`config.mk`:
```
export PLATFORM = sky130hd
export DESIGN_NAME = game_state_regs
export DESIGN_NICKNAME = d
export VERILOG_FILES = /design/src/rtl/game_state_regs.sv
export SDC_FILE = /design/constraint.sdc
export NUM_CORES = 1
export LEC_CHECK = 0
export BUFFER_PORTS_ARGS = -buffer_cell sky130_fd_sc_hd__buf_2
export CAP_MARGIN = 10
export CORE_AREA = 5 5 144 146
export CTS_CLUSTER_DIAMETER = 120
export DETAILED_ROUTE_END_ITERATION = 16
export DIE_AREA = 0 0 149 151
export PLACE_DENSITY = 0.74
export SKIP_CTS_REPAIR_TIMING = 1
export SLEW_MARGIN = 20
export SYNTH_ARGS = -nofsm -noshare
export SYNTH_HDL_FRONTEND = slang
export SYNTH_SLANG_ARGS = --single-unit
export TNS_END_PERCENT = 20
```
`constraint.sdc`:
```
create_clock -name vga_clk -period 3.9 [get_ports vga_clk]
set_clock_uncertainty 0.2 [all_clocks]
set_input_delay 0.39 -clock vga_clk [delete_from_list [all_inputs] [get_ports vga_clk]]
set_output_delay 0.39 -clock vga_clk [all_outputs]
set_load 0.05 [all_outputs]
```
`src/rtl/game_state_regs.sv`:
```
// game_state_regs: Avalon-MM bank of game-state bytes for the display path.
// Define GAME_REGS_SHADOW_EN for staged writes that commit on frame_start.
module game_state_regs #(
  parameter int FRAME_CNT_W = 16
) (
  input  logic        vga_clk,
  input  logic        reset_n,
  input  logic        frame_start,
  input  logic [4:0]  avs_address,
  input  logic        avs_write,
  input  logic [31:0] avs_writedata,
  input  logic        avs_read,
  output logic [31:0] avs_readdata,
  output logic        avs_readdatavalid,
  output logic [7:0]  initial_screen,
  output logic [7:0]  card_select,
  output logic [7:0]  my_card_1,
  output logic [7:0]  my_card_2,
  output logic [7:0]  my_card_3,
  output logic [7:0]  my_card_used,
  output logic [7:0]  enemy_card_used,
  output logic [7:0]  enemy_card_visible,
  output logic [7:0]  my_hp,
  output logic [7:0]  my_shield,
  output logic [7:0]  time_num,
  output logic [7:0]  round,
  output logic [7:0]  enemy_hp,
  output logic [7:0]  enemy_shield,
  output logic [7:0]  buff,
  output logic [7:0]  ult_info,
  output logic [7:0]  ending_info,
  output logic [7:0]  show_instr,
  output logic        commit_pending
);
  localparam int         NREG     = 18;
  localparam logic [4:0] A_COMMIT = 5'd18;
  localparam logic [4:0] A_STATUS = 5'd19;

  logic [7:0]             r_live [NREG];
  logic [FRAME_CNT_W-1:0] r_frame_cnt;
  logic [31:0]            r_rdata;
  logic                   r_rvalid;
  logic [31:0]            w_rdata;
  logic [31:0]            w_status;
  logic                   w_wr_state;
  logic                   w_pending;
  logic                   w_unused;

  assign w_wr_state = avs_write && (avs_address < 5'(NREG));
  assign w_unused   = ^avs_writedata[31:8];

  always_ff @(posedge vga_clk or negedge reset_n) begin
    if (!reset_n) r_frame_cnt <= '0;
    else if (frame_start) r_frame_cnt <= r_frame_cnt + 1'b1;
  end

  always_comb begin
    w_status = '0;
    w_status[FRAME_CNT_W:0] = {r_frame_cnt, w_pending};
  end

`ifdef GAME_REGS_SHADOW_EN
  logic [7:0] r_stage [NREG];
  logic       r_pending;
  logic       w_commit_wr;
  logic       w_copy;

  assign w_commit_wr = avs_write && (avs_address == A_COMMIT) && avs_writedata[0];
  // A commit write on the frame_start edge copies at once, never pends
  assign w_copy      = frame_start && (r_pending || w_commit_wr);
  assign w_pending   = r_pending;

  always_ff @(posedge vga_clk or negedge reset_n) begin
    if (!reset_n) begin
      for (int i = 0; i < NREG; i++) r_stage[i] <= (i == 0) ? 8'h01 : 8'h00;
    end else if (w_wr_state) begin
      r_stage[avs_address] <= avs_writedata[7:0];
    end
  end

  always_ff @(posedge vga_clk or negedge reset_n) begin
    if (!reset_n) begin
      for (int i = 0; i < NREG; i++) r_live[i] <= (i == 0) ? 8'h01 : 8'h00;
    end else if (w_copy) begin
      for (int i = 0; i < NREG; i++) r_live[i] <= r_stage[i];
    end
  end

  always_ff @(posedge vga_clk or negedge reset_n) begin
    if (!reset_n) r_pending <= 1'b0;
    else if (w_copy) r_pending <= 1'b0;
    else if (w_commit_wr) r_pending <= 1'b1;
  end

  always_comb begin
    w_rdata = '0;
    if (avs_address < 5'(NREG)) w_rdata = {24'b0, r_stage[avs_address]};
    else if (avs_address == A_STATUS) w_rdata = w_status;
  end
`else
  assign w_pending = 1'b0;

  always_ff @(posedge vga_clk or negedge reset_n) begin
    if (!reset_n) begin
      for (int i = 0; i < NREG; i++) r_live[i] <= (i == 0) ? 8'h01 : 8'h00;
    end else if (w_wr_state) begin
      r_live[avs_address] <= avs_writedata[7:0];
    end
  end

  always_comb begin
    w_rdata = '0;
    if (avs_address < 5'(NREG)) w_rdata = {24'b0, r_live[avs_address]};
    else if (avs_address == A_STATUS) w_rdata = w_status;
  end
`endif

  always_ff @(posedge vga_clk or negedge reset_n) begin
    if (!reset_n) begin
      r_rdata  <= '0;
      r_rvalid <= 1'b0;
    end else begin
      r_rvalid <= avs_read;
      if (avs_read) r_rdata <= w_rdata;
    end
  end

  assign avs_readdata       = r_rdata;
  assign avs_readdatavalid  = r_rvalid;
  assign commit_pending     = w_pending;
  assign initial_screen     = r_live[0];
  assign card_select        = r_live[1];
  assign my_card_1          = r_live[2];
  assign my_card_2          = r_live[3];
  assign my_card_3          = r_live[4];
  assign my_card_used       = r_live[5];
  assign enemy_card_used    = r_live[6];
  assign enemy_card_visible = r_live[7];
  assign my_hp              = r_live[8];
  assign my_shield          = r_live[9];
  assign time_num           = r_live[10];
  assign round              = r_live[11];
  assign enemy_hp           = r_live[12];
  assign enemy_shield       = r_live[13];
  assign buff               = r_live[14];
  assign ult_info           = r_live[15];
  assign ending_info        = r_live[16];
  assign show_instr         = r_live[17];
endmodule

```
==> results.md, run 1 <==
| Step | Result | Reported |
|---|---|---|
| global route | Overflow left after global routing | 0 |
| cells and area | Highest-count cells in the layout ignoring fill and taps | sky130_fd_sc_hd__dfrtp_1, sky130_fd_sc_hd__buf_2, sky130_fd_sc_hd__mux2_2 |
| clock tree | Clock tree from TritonCTS | yes |
| setup path | Sum of buffers and inverters on the critical path | 2 |
| sta | Post-route setup TNS | 0 ns |
| clock tree | Clock transition time at the flip-flop clock pins of the worst setup and hold paths | 0.07 ns |
| setup path | Biggest cell delay along the critical path | 0.57 ns |
| global route | Global-route wire length before repair | 36500 um |
| hold path | Worst Hold Class | in2reg |
| route | Residual antenna-violating net count after detailed routing | 0 |
| floorplanning | Count of pins on the block boundary | 220 |
| setup path | Cell type with the highest occurrence count on the critical path | sky130_fd_sc_hd__buf_4 |
| pwr | IR drop worst, VDD | 0.385 mV |
| route | Routed via count divided by cell count | 5.45 |
| clock tree | TritonCTS Buffers | 17 |
| sta | Fmax achieved | 438 MHz |
| setup path | Cell with the biggest individual delay on the critical path | sky130_fd_sc_hd__mux4_2 |
| sta | Relative max-transition margin | 0.416 |
| setup path | Nature of the critical path endpoint | register |
| sta | Total count of hold-check failures in the final report | 0 |
| synthesis | Proportion of synthesized flip-flops having asynchronous set or reset | 1.00 |
| synthesis | Flop and latch count out of synthesis | 178 |
| setup path | Crit path cell chain | buf_4 -> buf_4 -> mux4_2 -> a311oi_1 -> o221ai_1 |
| floorplanning | Initial Util | 0.440 |
| synthesis | Distinct cell type count of the synthesized netlist | 54 |
| synthesis | Number of synthesized flops with an enable pin | 0 |
| cells and area | Layout cells sized above 1 | 0.486 |
| synthesis | YS warnings | 0 |
| route | Post-detailed-route wirelength per cell | 22.1 um |
| synthesis | Fraction of the yosys area taken by sequential cells | 0.525 |
| global route | Total routing resource utilization after global routing | 0.214 |
| setup path | Kind of cell adding the most delay to the critical path | buffers and inverters |
| route | TritonRoute pass-1 iters | 4 |
| sta | Total of endpoints with negative setup slack in the final report | 0 |
| cells and area | Post-layout net count | 835 |
| setup path | Data required time at the worst endpoint | 4.00 ns |
| pwr | Leakage power figure | 5.06 nW |
| clock tree | Clock root buffer | sky130_fd_sc_hd__clkbuf_16 |
| global route | Number of global-route vias before repair | 6000 |
| clock tree | Worst skew pair latency | 0.44 ns |
| clock tree | Buffer levels on the longest clock path | 2 |
| global route | Maximum number of pins on one net before global-route repair | 75 |
| synthesis | Total standard cell area after synthesis | 8480 um^2 |
| sta | Slew of the pin with the lowest slew margin | 0.871 ns |
| setup path | Arrival time at the worst endpoint | 2.39 ns |
| synthesis | Most used flip-flop cell after synthesis | sky130_fd_sc_hd__dfrtp_1 |
| route | # DRC | 0 |
| floorplanning | Core Footprint | 19300 um^2 |
| route | Via count | 5839 |
| sta | Worst Hold Margin | 0.0120 ns |
| route | Initial drt markers | 361 |
| place | Post-detail-place hpwl | 17100 um |
| global route | Number of antenna violations at the first check in global routing | 2 |
| cells and area | Layout overhead on the synthesized area | 19.4% |
| setup path | CP Max Fanout | 39 |
| route | Aggregate routed wire length | 23700 um |
| setup path | Critical path startpoint category | input pin |
| synthesis | Count of mapped cells out of synthesis | 628 |
| clock tree | Clock Sink Count | 178 |
| synthesis | Mean cell area of the mapped netlist | 13.5 um^2 |
| floorplanning | Number of placement rows | 51 |
| floorplanning | Total die area | 22500 um^2 |
| pwr | Power density of the placed cells | 639 nW/um^2 |
| sta | Final-report max-slew violation count | 0 |
| clock tree | CTS HTree Levels | 4 |
| sta | Unrepaired setup endpoints after global routing | false |
| sta | Shortest clock period the worst path allows after layout | 2.29 ns |
| floorplanning | Die Ht | 151 um |
| floorplanning | Die span in x | 149 um |
| place | Number of I/O port buffers | 179 |
| setup path | CP Class | in2reg |
| place | Final weighted congestion of routability-driven global placement | 0.882 |
| run status | Result of the run | completed |
| job | Max capacitance violation total | 0 |
| sta | Period Utilization, post-route | 0.586 |
==> power breakdown <==
group	leakage [nW]	internal (mW)	switching [mW]
clock network	0.300	1.04	0.764
logic	2.48	0.590	1.61
registers	2.29	2.19	0.281
==> kinds of logic after synthesis <==
group,Yosys count,synth area share
multiplexers,209,0.283
flip-flops,178,0.525
AND/OR/NAND/NOR,107,0.0832
buffers and inverters,60,0.0423
AO/OA/AOI/OAI,57,0.0485
XOR/XNOR,15,0.0155
adder cells (fa/ha/maj),1,0.00147
other,1,0.000442
==> layout make-up <==
| cell class | count | area (um^2) |
|---|---|---|
| Antenna cell | 2 | 5.00 |
| Clock buffer | 19 | 443 |
| Clock inverter | 13 | 175 |
| Fill cell | 1717 | 9150 |
| Inverter | 4 | 15.0 |
| Multi-Input combinational cell | 405 | 3720 |
| Sequential cell | 178 | 4460 |
| Tap cell | 265 | 332 |
| Timing Repair Buffer | 186 | 975 |
==> per-stage QoR <==
step	std cells	setup slack (ns)	utilization	cell area [um^2]	power [mW]
finish	1072	1.61	0.525	10100	6.47
global route	1072	1.51	0.525	10100	6.73
CTS	1068	1.62	0.524	10100	6.51
detailed placement	1036	1.15	0.492	9480	4.71
global placement	1036	1.16	0.492	9480	4.67
floorplan	643	1.97	-	8540	4.10
==> flip-flops by register name, indices dropped and copies added, names as in the netlist, 8 cells and up <==
signal	count
time_num	8
my_hp	8
enemy_shield	8
initial_screen	8
round	8
my_shield	8
show_instr	8
ult_info	8
enemy_hp	8
avs_readdata	17
enemy_card_visible	8
r_frame_cnt	16
enemy_card_used	8
my_card_used	8
ending_info	8
my_card_1	8
my_card_2	8
buff	8
my_card_3	8
card_select	8
==> worst register-to-register path: cells and delay by family (launching register included) <==
kind / cells / cell delay (ns)
DFF: 1 / 0.40
AOI/OAI and AO/OA: 1 / 0.27
muxes: 1 / 0.51
and+or+nand+nor: 2 / 0.31
==> metal layers <==
metal | up-vias | global-route usage | part of all wire
li1 | 2624 | - | -
met1 | 2993 | 0.297 | 0.45
met2 | 197 | 0.330 | 0.46
met3 | 25 | 0.0575 | 0.073
met4 | 0 | 0.0645 | 0.017
met5 | - | 0 | 0
==> cells in the mapped netlist (3+ instances only) <==
cell type,n,share of area
sky130_fd_sc_hd__a21oi_1,7,0.0041
sky130_fd_sc_hd__a22o_1,9,0.0093
sky130_fd_sc_hd__a22oi_1,8,0.0071
sky130_fd_sc_hd__and3_1,9,0.0066
sky130_fd_sc_hd__and4_1,3,0.0031
sky130_fd_sc_hd__buf_2,14,0.0083
sky130_fd_sc_hd__buf_4,19,0.017
sky130_fd_sc_hd__buf_6,6,0.0080
sky130_fd_sc_hd__clkbuf_1,15,0.0066
sky130_fd_sc_hd__dfrtp_1,177,0.52
sky130_fd_sc_hd__inv_1,3,0.0013
sky130_fd_sc_hd__mux2_2,137,0.18
sky130_fd_sc_hd__mux2_4,8,0.014
sky130_fd_sc_hd__mux2i_1,56,0.066
sky130_fd_sc_hd__mux4_2,8,0.021
sky130_fd_sc_hd__nand2_1,25,0.011
sky130_fd_sc_hd__nand3_1,14,0.0083
sky130_fd_sc_hd__nand3_2,3,0.0035
sky130_fd_sc_hd__nand4_1,11,0.0081
sky130_fd_sc_hd__nand4_2,3,0.0044
sky130_fd_sc_hd__nand4b_1,8,0.0083
sky130_fd_sc_hd__nor2_2,4,0.0029
sky130_fd_sc_hd__nor2b_1,5,0.0037
sky130_fd_sc_hd__nor3_1,3,0.0018
sky130_fd_sc_hd__o21ai_0,7,0.0041
sky130_fd_sc_hd__o22ai_1,8,0.0059
sky130_fd_sc_hd__o2bb2ai_1,7,0.0072
sky130_fd_sc_hd__o31ai_1,7,0.0062
sky130_fd_sc_hd__xnor2_1,10,0.010
sky130_fd_sc_hd__xor2_1,5,0.0052
==> path summary, 6_finish.rpt <==
kind / from / endpoint / slack, ns / depth (start not counted)
max reg2reg: enemy_card_visible[3] / avs_readdata[3] / 2.07 / 4
max: avs_address[0] / avs_readdata[0] / 1.61 / 5
min in group asynchronous: reset_n / my_card_1[3] / 0.35 / 2
min reg2reg: r_frame_cnt[15] / r_frame_cnt[15] / 0.28 / 1
max in group asynchronous: reset_n / my_hp[4] / 2.20 / 3
min: avs_read / avs_readdatavalid / 0.01 / 1
Note: power is estimated with default switching activity, not from simulation.
==> run 2, diff against run 1 <==
--- a/config.mk
+++ b/config.mk
@@ -5,13 +5,14 @@
 export SDC_FILE = /design/constraint.sdc
 export NUM_CORES = 1
 export LEC_CHECK = 0
+export ABC_AREA = 1
 export BUFFER_PORTS_ARGS = -buffer_cell sky130_fd_sc_hd__buf_2
 export CAP_MARGIN = 10
-export CORE_AREA = 5 5 144 146
+export CORE_AREA = 5 5 148 150
 export CTS_CLUSTER_DIAMETER = 120
 export DETAILED_ROUTE_END_ITERATION = 16
-export DIE_AREA = 0 0 149 151
-export PLACE_DENSITY = 0.74
+export DIE_AREA = 0 0 153 155
+export PLACE_DENSITY = 0.76
 export SKIP_CTS_REPAIR_TIMING = 1
 export SLEW_MARGIN = 20
 export SYNTH_ARGS = -nofsm -noshare
==> constraint.sdc (replaced) <==
create_clock -name vga_clk -period 2 [get_ports vga_clk]
set_clock_uncertainty 0.2 [all_clocks]
set_input_delay 0.2 -clock vga_clk [delete_from_list [all_inputs] [get_ports vga_clk]]
set_output_delay 0.2 -clock vga_clk [all_outputs]
set_load 0.05 [all_outputs]
==> run 2 against run 1 <==
Non-clock buffer count rose by 33. Final cell count is 52% higher. Clock power is 82% higher. Combinational power grew 65%. Global-route usage is 1.8 points higher. Total power is 79% higher. Sequential power up 89%. Register-to-register slack worse by 1.8 ns. Synthesized cell count is 86% higher. Count of clock-buffer cells in the layout stayed put. Critical path type is now reg2reg. Largest power group unchanged. Highest routed layer is now met5.
==> results.md, run 2 <==
| Step | Result | Reported |
|---|---|---|
| run status | Result of the run | completed |
| setup path | CP Max Fanout | 4 |
| route | Routed via count divided by cell count | 5.15 |
| sta | Total of endpoints with negative setup slack in the final report | 0 |
| route | Residual antenna-violating net count after detailed routing | 0 |
| synthesis | Fraction of the yosys area taken by sequential cells | 0.496 |
| sta | Post-route setup TNS | 0 ns |
| floorplanning | Count of pins on the block boundary | 220 |
| cells and area | Layout filler cell count | 1983 |
| synthesis | Area share of the leading cell type in the synthesized netlist | 0.494 |
| synthesis | Synth area leader | sky130_fd_sc_hd__dfrtp_1 |
| setup path | Critical path startpoint category | register |
| global route | Total routing resource utilization after global routing | 0.232 |
| global route | Global-route wire length before repair | 43200 um |
| floorplanning | Die Ht | 155 um |
| job | Max capacitance violation total | 0 |
| synthesis | Flop and latch count out of synthesis | 178 |
| place | Cell total after placement | 1589 |
| sta | Period Utilization, post-route | 0.879 |
| route | TritonRoute pass-1 iters | 5 |
| route | Aggregate routed wire length | 28100 um |
| setup path | Arrival time at the worst endpoint | 1.92 ns |
| route | # DRC | 0 |
| cells and area | Non-Filler Instances | 1632 |
| synthesis | Most used flip-flop cell after synthesis | sky130_fd_sc_hd__dfrtp_1 |
| synthesis | Distinct cell type count of the synthesized netlist | 35 |
| cells and area | Number of flip-flops under the largest register name | 17 |
| sta | Unrepaired setup endpoints after global routing | false |
| cells and area | Highest-count cells in the layout ignoring fill and taps | sky130_fd_sc_hd__nand2_1, sky130_fd_sc_hd__buf_2, sky130_fd_sc_hd__dfrtp_1 |
| clock tree | TritonCTS Buffers | 17 |
| hold path | Worst Hold Class | in2async |
| clock tree | CTS HTree Levels | 4 |
| pwr | IR drop worst, VDD | 0.677 mV |
| cells and area | Commonest non-fill, non-tap cell in the layout | sky130_fd_sc_hd__nand2_1 |
| pwr | Power density of the placed cells | 1080 nW/um^2 |
| synthesis | Proportion of synthesized flip-flops having asynchronous set or reset | 1.00 |
| synthesis | Count leader, synth | sky130_fd_sc_hd__nand2_1 |
| sta | Fmax achieved | 569 MHz |
| global route | Maximum number of pins on one net before global-route repair | 65 |
| cells and area | Layout overhead on the synthesized area | 19.7% |
| sta | Relative max-transition margin | 0.612 |
| route | Post-detailed-route wirelength per cell | 17.2 um |
| floorplanning | Die span in x | 153 um |
| clock tree | Clock transition time at the flip-flop clock pins of the worst setup and hold paths | 0.07 ns |
| cells and area | Layout cells sized above 1 | 0.200 |
| setup path | Worst reg2reg path depth | 8 |
| floorplanning | Core Footprint | 20600 um^2 |
| setup path | Nature of the critical path endpoint | register |
| route | Initial drt markers | 668 |
| clock tree | Clock tree from TritonCTS | yes |
| clock tree | Worst skew pair latency | 0.43 ns |
| synthesis | Ranking of synthesized cells by instance count | sky130_fd_sc_hd__nand2_1, sky130_fd_sc_hd__dfrtp_1, sky130_fd_sc_hd__o21ai_1, sky130_fd_sc_hd__o21ai_0, sky130_fd_sc_hd__nand3_1 |
| sta | Shortest clock period the worst path allows after layout | 1.76 ns |
| sta | Slew of the pin with the lowest slew margin | 0.581 ns |
| synthesis | Count of mapped cells out of synthesis | 1169 |
| place | Number of I/O port buffers | 179 |
| sta | Worst Hold Margin | 0.00139 ns |
| synthesis | YS warnings | 0 |
| global route | Number of antenna violations at the first check in global routing | 3 |
| cells and area | Multi-input gate area in the final layout | 3950 um^2 |
| global route | Number of global-route vias before repair | 7793 |
| floorplanning | Total die area | 23700 um^2 |
| setup path | Data required time at the worst endpoint | 2.17 ns |
| sta | Final-report max-slew violation count | 0 |
| global route | Overflow left after global routing | 0 |
| pwr | Leakage power figure | 6.16 nW |
| sta | Total count of hold-check failures in the final report | 0 |
| synthesis | Total standard cell area after synthesis | 8970 um^2 |
| place | Final weighted congestion of routability-driven global placement | 0.903 |
| route | Via count | 8405 |
| cells and area | Post-layout net count | 1387 |
| synthesis | Mean cell area of the mapped netlist | 7.68 um^2 |
| cells and area | Sequential Area | 4460 um^2 |
| floorplanning | Number of placement rows | 53 |
| synthesis | Number of synthesized flops with an enable pin | 0 |
| pwr | Post-route total power | 11.6 mW |
| clock tree | Clock root buffer | sky130_fd_sc_hd__clkbuf_16 |
| setup path | CP Class | reg2reg |
| floorplanning | Initial Util | 0.437 |
| place | Post-detail-place hpwl | 20400 um |
| clock tree | Clock Sink Count | 178 |
| synthesis | Most area-consuming cells after synthesis | sky130_fd_sc_hd__dfrtp_1, sky130_fd_sc_hd__nand2_1, sky130_fd_sc_hd__o21ai_1 |
| clock tree | Buffer levels on the longest clock path | 2 |
| cells and area | Share of the core filled with cells | 0.523 |
## run 2: changes by cell type after synthesis, sizes merged, moves of 10 or more
cell   change
nand4     -11
nand3     +40
and3      -10
nor2      +18
mux2i     -56
nand2    +563
inv       +37
buf       +24
mux2     -144
o21ai    +141
## run 2: cell families after synthesis
group | synth area share
AOI/OAI and AO/OA | 0.0991
xor gates and xnor gates | 0.0117
adders and majority gates | 0.00139
buffers and inverters | 0.0703
DFF | 0.496
muxes | 0.00125
other | 0.000418
and+or+nand+nor | 0.319
## run 2: worst max-delay path, stage by stage (launching register included)
cell                       delay, ns
sky130_fd_sc_hd__dfrtp_1        0.41
sky130_fd_sc_hd__ha_1           0.19
sky130_fd_sc_hd__nand2_1        0.08
sky130_fd_sc_hd__nor2_1         0.15
sky130_fd_sc_hd__nand3b_1       0.13
sky130_fd_sc_hd__nor2_1         0.17
sky130_fd_sc_hd__nand2_1        0.10
sky130_fd_sc_hd__nor2_1         0.12
sky130_fd_sc_hd__xor2_1         0.14
## run 2: routing by layer
| layer | vias up | routed length, um | GRT usage |
|---|---|---|---|
| met5 | - | 7 | 0 |
| met4 | 2 | 841 | 0.0891 |
| met3 | 59 | 1940 | 0.0476 |
| met2 | 328 | 13600 | 0.378 |
| met1 | 3981 | 11700 | 0.307 |
| li1 | 4035 | - | - |
## run 2: final cells by class
type / count / share of cell area
Antenna cell: 2 / 0.000466
Clock inverter: 11 / 0.0122
Inverter: 41 / 0.0150
Sequential cell: 178 / 0.415
Clock buffer: 19 / 0.0403
Multi-Input combinational cell: 887 / 0.367
Tap cell: 275 / 0.0320
Timing Repair Buffer: 219 / 0.118
## run 2: power breakdown
group	switching, mW	leakage, nW	internal [mW]	total [mW]
registers	0.518	2.35	4.15	4.67
logic	2.82	3.54	0.820	3.64
clock network	1.43	0.266	1.84	3.27
total	4.77	6.16	6.81	11.6
## run 2: metrics by stage
stage	area, um^2	setup slack [ns]
after CTS	10600	0.221
after floorplan	9030	0.431
final	10700	0.241
after detailed placement	10100	0.142
after global routing	10700	0.0339
after global placement	10100	0.177
## run 2: final timing paths
check | end | slack [ns] | start
setup / recovery | r_frame_cnt[10] | 0.24 | r_frame_cnt[0]
hold / removal | enemy_card_visible[5] | 0.001 | reset_n
setup reg to reg | r_frame_cnt[10] | 0.24 | r_frame_cnt[0]
hold reg to reg | avs_readdata[8] | 0.27 | avs_readdata[8]
max in group asynchronous | initial_screen[0] | 0.91 | reset_n
min in group vga_clk | avs_readdata[4] | 0.11 | avs_address[4]
